--- config.mk ---
export PLATFORM = sky130hd
export DESIGN_NAME = key_command_decoder
export DESIGN_NICKNAME = d
export VERILOG_FILES = /design/src/rtl/key_command_decoder.sv
export SDC_FILE = /design/constraint.sdc
export NUM_CORES = 1
export LEC_CHECK = 0
export BUFFER_PORTS_ARGS = -buffer_cell sky130_fd_sc_hd__buf_4
export CORE_ASPECT_RATIO = 1.2
export CORE_MARGIN = 10
export CORE_UTILIZATION = 64
export CTS_CLUSTER_DIAMETER = 40
export CTS_CLUSTER_SIZE = 20
export DETAILED_ROUTE_END_ITERATION = 16
export MAX_ROUTING_LAYER = met4
export PLACE_DENSITY_LB_ADDON = 0.2
export SYNTH_ARGS = -nofsm -noshare
export SYNTH_HDL_FRONTEND = slang
export SYNTH_SLANG_ARGS = --single-unit
export TNS_END_PERCENT = 20
--- constraint.sdc ---
create_clock -name clk_50M -period 2.9 [get_ports clk_50M]
set_input_delay 0.29 -clock clk_50M [delete_from_list [all_inputs] [get_ports clk_50M]]
set_output_delay 0.29 -clock clk_50M [all_outputs]
set_load 0.05 [all_outputs]
--- src/rtl/key_command_decoder.sv ---
// key_command_decoder: synchronizes and debounces two active-low push buttons,
// then drives a four-state stopwatch controller from the accepted presses.
`default_nettype none

module key_command_decoder #(
  parameter int unsigned DEBOUNCE_CYCLES = 500000
) (
  input  logic       clk_50M,
  input  logic       reset,
  input  logic [1:0] KEY,
  output logic       run,
  output logic       clear,
  output logic       freeze,
  output logic [1:0] state,
  output logic [1:0] key_press
);

  localparam logic [1:0]  ST_IDLE    = 2'b00;
  localparam logic [1:0]  ST_RUNNING = 2'b01;
  localparam logic [1:0]  ST_STOPPED = 2'b10;
  localparam logic [1:0]  ST_LAP     = 2'b11;
  localparam logic [19:0] CNT_LAST   = 20'(DEBOUNCE_CYCLES - 1);

  logic [1:0]       sync1_q, sync2_q;
  logic [1:0]       db_q, db_d;
  logic [1:0]       db_prev_q;
  logic [1:0][19:0] cnt_q, cnt_d;
  logic [1:0]       key_press_q, key_press_d;
  logic [1:0]       state_q, state_d;
  logic             clear_q, clear_d;

  // The level flips on the edge that would take the count to DEBOUNCE_CYCLES.
  always_comb begin
    db_d  = db_q;
    cnt_d = '0;
    for (int i = 0; i < 2; i++) begin
      if (sync2_q[i] != db_q[i]) begin
        if (cnt_q[i] == CNT_LAST) begin
          db_d[i] = sync2_q[i];
        end else begin
          cnt_d[i] = cnt_q[i] + 20'd1;
        end
      end
    end
  end

  assign key_press_d = db_prev_q & ~db_q;

  always_comb begin
    state_d = state_q;
    clear_d = 1'b0;
    if (key_press_d[0]) begin
      case (state_q)
        ST_IDLE:    state_d = ST_RUNNING;
        ST_RUNNING: state_d = ST_STOPPED;
        ST_STOPPED: state_d = ST_RUNNING;
        default:    state_d = ST_STOPPED;
      endcase
    end else if (key_press_d[1]) begin
      case (state_q)
        ST_RUNNING: state_d = ST_LAP;
        ST_LAP:     state_d = ST_RUNNING;
        default: begin
          state_d = ST_IDLE;
          clear_d = 1'b1;
        end
      endcase
    end
  end

  always_ff @(posedge clk_50M) begin
    if (reset) begin
      sync1_q     <= 2'b11;
      sync2_q     <= 2'b11;
      db_q        <= 2'b11;
      db_prev_q   <= 2'b11;
      cnt_q       <= '0;
      key_press_q <= 2'b00;
      state_q     <= ST_IDLE;
      clear_q     <= 1'b0;
    end else begin
      sync1_q     <= KEY;
      sync2_q     <= sync1_q;
      db_q        <= db_d;
      db_prev_q   <= db_q;
      cnt_q       <= cnt_d;
      key_press_q <= key_press_d;
      state_q     <= state_d;
      clear_q     <= clear_d;
    end
  end

  assign state     = state_q;
  assign key_press = key_press_q;
  assign clear     = clear_q;
  assign run       = (state_q == ST_RUNNING) || (state_q == ST_LAP);
  assign freeze    = (state_q == ST_LAP);

endmodule

`default_nettype wire

Word level (Yosys, flattened, before mapping)
Cells that the tools add are included.
- input bits: 4
- bits in registers: 53
- word-level logic and storage cells: 39
- output and inout port bits: 7
- eq/ne operators: 7
- bitwise gates (word level): 5
- muxes and demuxes: 5
- reduce and logical (&&, ||, !) cells: 10
- add/sub/neg operators: 2
- operators by type and width (operator ; count):
    adder 20 x 1 -> 20 bit, second input constant ; 2
    equality test 20 x 19 -> 1 bit, second input constant ; 2
    OR reduction 3 bit ; 3
    two-way mux 2 bit ; 3
    equality test 2 bit, second input constant ; 2
    one-hot mux 2 bit (2 select lines) ; 1
    AND reduction 2 bit ; 2
    OR reduction 2 bit ; 2
    inverter 1 bit ; 3
    bitwise AND 2 bit ; 1
    equality test 2 x 1 -> 1 bit, second input constant ; 1
    zero test 2 bit ; 1
    != test 1 bit ; 2
    inverter 2 bit ; 1
    nonzero test 2 bit ; 1
    logical OR 1 bit ; 1
    two-way mux 1 bit ; 1

Longest topological paths before layout
- depth after elaboration: 4
- gate-level depth with buffers: 6
- gate-level depth less buffers: 5

Worst setup path before layout
OpenSTA, ideal clock, no wires.
- path type: reg-to-reg
- from: register cnt_q[0] (netlist bit)
- to: register cnt_q[10] (netlist bit)
- clock period less this slack: 1.784 ns
- arrival time: 1.666 ns
- library setup time: 0.117 ns
- cell stages (with the launch flop): 6
- slack: 1.116 ns
- path buffers: 1
- data required time: 2.783 ns
- cells stage by stage: dfxtp_1 ha_1 nand4_1 o31ai_2 buf_2 nor2_1
- cells in the longest elaborated chain, start to end: 2
- elaborated cells on any way between the ends: 3
- classes of those cells: 1 x add/sub; 1 x eq/ne; 1 x reduce/logical
- RTL lines (element ; line ; RTL):
    start: declaration ; 27 ; logic [1:0][19:0] cnt_q, cnt_d;
    start signal: assignment ; 86 ; cnt_q <= cnt_d;
    branches (longest 2 deep; another with adder 20 x 1 -> 20 bit) ; n/a ;
Several ways; the timed one is not identified.
A chain may end at the register's enable or synchronous reset.

Worst setup path after layout
- from: register cnt_q[0] (netlist bit)
- to: register cnt_q[5] (netlist bit)
Same word-level chain as after synthesis.

==> reports/results.ini <==
[status]
status = completed

[clock_network]
path_clk_slew_ns = 0.08
ctsResizeCount = 0
clk_latency_ns = 0.30
cts.sinks = 53
cts_hold_buf = 0
ctsLongestPathBuffers = 2
cts_tree = yes
cts_setup_buffers = 0
cts_htree_levels = 2
root_buffer = clkbuf_8
numCtsBuffers = 5

[worst_setup_path]
critPathLaunchType = register
cp.arrival_ns = 2.19
criticalPathCategory = reg -> reg
max_stage_delay_ns = 0.64
critPathCaptureType = register
path_buf_inv = 1
worstPathRequired_ns = 3.09
crit_path_cell_trace = ha_1, nand4_1, o31ai_2, buf_4, nor2_1
crit_family = compound AO/OA/AOI/OAI gates
critical-path-slowest-cell = o31ai_2
critical_path.max_fanout = 12

[grt]
grt_pass1_wl_um = 6800
antenna_found_initial = 0
track_usage = 0.133
grt_pass1_vias = 1637
overflow = 0
grt_max_degree = 15

[sta]
relSlewSlack = 0.604
setup_tns_ns = 0
period_share = 0.689
finalHoldViolations = 0
finalSetupViolations = 0
rsz0062_at_grt = false
tightest_slew_ns = 0.593
whs_ns = 0.175
fmax_mhz = 500
slew_violations = 0
skew_ns = 0.00865
period_needed_ns = 2.00

[synth]
synth_nets = 256
synth_top_family_by_area = simple AND/OR/NAND/NOR gates
synth_mux_area_frac = 0.00447
netlist.area_leader.share = 0.474
ys_warn_count = 0
synth-async-reset-ratio = 0
syn_avg_cell_area_um2 = 8.95
synth-simple-area-share = 0.306
synth_cell_type_count = 35
synthesis.area_mm2 = 0.00224
ys_seq_area_frac = 0.474
synthAdderAreaFrac = 0.0112
synth_top_area_cell = dfxtp_1
synth_edf_count = 0
synthCells = 250
synth.most_common_cell = dfxtp_1
synth-compound-area-share = 0.0593
synth_seq_cells = 53
synth_xor_area_frac = 0.117
synthFlopType = dfxtp_1
yosys-top-cells-count = 53 x dfxtp_1, 41 x nor2_1, 20 x xnor2_1
synth.area.top_cells = dfxtp_1 47%, xnor2_1 7.8%, nor2_1 6.9%

[floorplan]
start_util = 0.664
die_h_um = 84.8
dieArea_mm2 = 0.00627
ios = 11
die_w_um = 74.0
rows = 23
core_area_mm2 = 0.00337

[route]
drtIter0Drc = 108
via_count = 1694
routed_wl_um = 3720
drt-vias-per-instance = 5.68
ant_nets = 0
wl_per_cell_um = 12.5
drt_pass1_iterations = 4
drt_drc_violations_left = 0

[placement]
gp_congestion = 0.876
port_buffers = 10
dp_hpwl_um = 2740

[cells_and_area]
final_nets = 267
drive_gt1_frac = 0.103
area_delta_synth_final_pct = 8.28
n_fill_cell = 261
antenna_cells = 0

[pwr]
p_leak_nw = 0.751
max-vdd-ir-drop_mv = 0.408
power.density_mw_per_mm2 = 474

[flow_run]
cap_violations = 0

[worst_hold_path]
hold_class = in -> reg

-- registers in the layout, indices dropped and copies added, names as in the netlist --
name       flops
sync2_q        2
state          2
cnt_q         40
sync1_q        2
key_press      2
db_prev_q      2
db_q           2
clear          1
-- metal layers --
metal  track usage  part of all wire
met5             -                 0
met4        0.0543             0.019
met3        0.0330             0.023
met2         0.208              0.49
met1         0.158              0.47
-- per-stage QoR --
stage / power, mW / std cells / area, um2 / setup WS (ns) / utilization
2_1_floorplan: 0.758 / 250 / 2240 / 1.12 / -
3_3_place_gp: 0.764 / 291 / 2340 / 0.981 / 0.694
3_5_place_dp: 0.765 / 291 / 2340 / 0.895 / 0.694
4_1_cts: 1.16 / 298 / 2420 / 0.881 / 0.719
5_1_grt: 1.19 / 298 / 2420 / 0.688 / 0.719
6_report: 1.15 / 298 / 2420 / 0.901 / 0.719
-- power breakdown --
group	internal, mW	switching [mW]	leakage, nW
sequential	0.730	0.00162	0.428
clock	0.190	0.211	0.0443
combinational	0.00700	0.00847	0.278
total	0.927	0.221	0.751
-- cell families after synthesis --
group           after synthesis
compound gates               23
mux                           1
flops                        53
simple gates                127
xor+xnor                     30
buf+inv                      14
fa+ha+maj                     2
-- final cells by class --
class | count | area, um2 | area share
Tap cell | 37 | 46.3 | 0.0191
Clock buffer | 7 | 86.3 | 0.0356
Inverter | 6 | 22.5 | 0.00930
Sequential cell | 53 | 1060 | 0.438
Multi-Input combinational cell | 183 | 1120 | 0.461
Timing Repair Buffer | 12 | 90.1 | 0.0372
-- path summary, 6_finish.rpt --
path,depth (start not counted),from,slack (ns),endpoint
hold reg to reg,1,sync1_q[0]$_SDFF_PP1_,0.42,sync2_q[0]$_SDFF_PP1_
hold / removal,2,KEY[0],0.18,sync1_q[0]$_SDFF_PP1_
setup reg to reg,5,cnt_q[0]$_SDFF_PP0_,0.90,cnt_q[5]$_SDFF_PP0_
setup / recovery,5,cnt_q[0]$_SDFF_PP0_,0.90,cnt_q[5]$_SDFF_PP0_
-- placed cells by master (no fill, tap or decap) --
cell type  count
nor4_1        10
or4_1          4
buf_4         12
o21a_1         1
o21bai_1       1
o21ai_0        8
clkbuf_8       6
nand4_1       12
nor4b_1        1
mux2i_1        1
clkbuf_1       1
a21oi_1       10
nand3b_1       1
nand4_4        1
nor2b_1        1
nor4bb_1       1
nand2b_1       3
nand4_2        1
ha_1           2
o31ai_2        1
dfxtp_1       53
nor3_1         6
and4_1         2
nor2_1        41
xor2_1        10
or4_4          1
and2_1         2
or2_2          5
nand2_1       11
nand3_1       12
xnor2_1       20
inv_1          6
or3_1         10
o31ai_1        2
and3_1         2
Power figures use the tool's default switching activity.
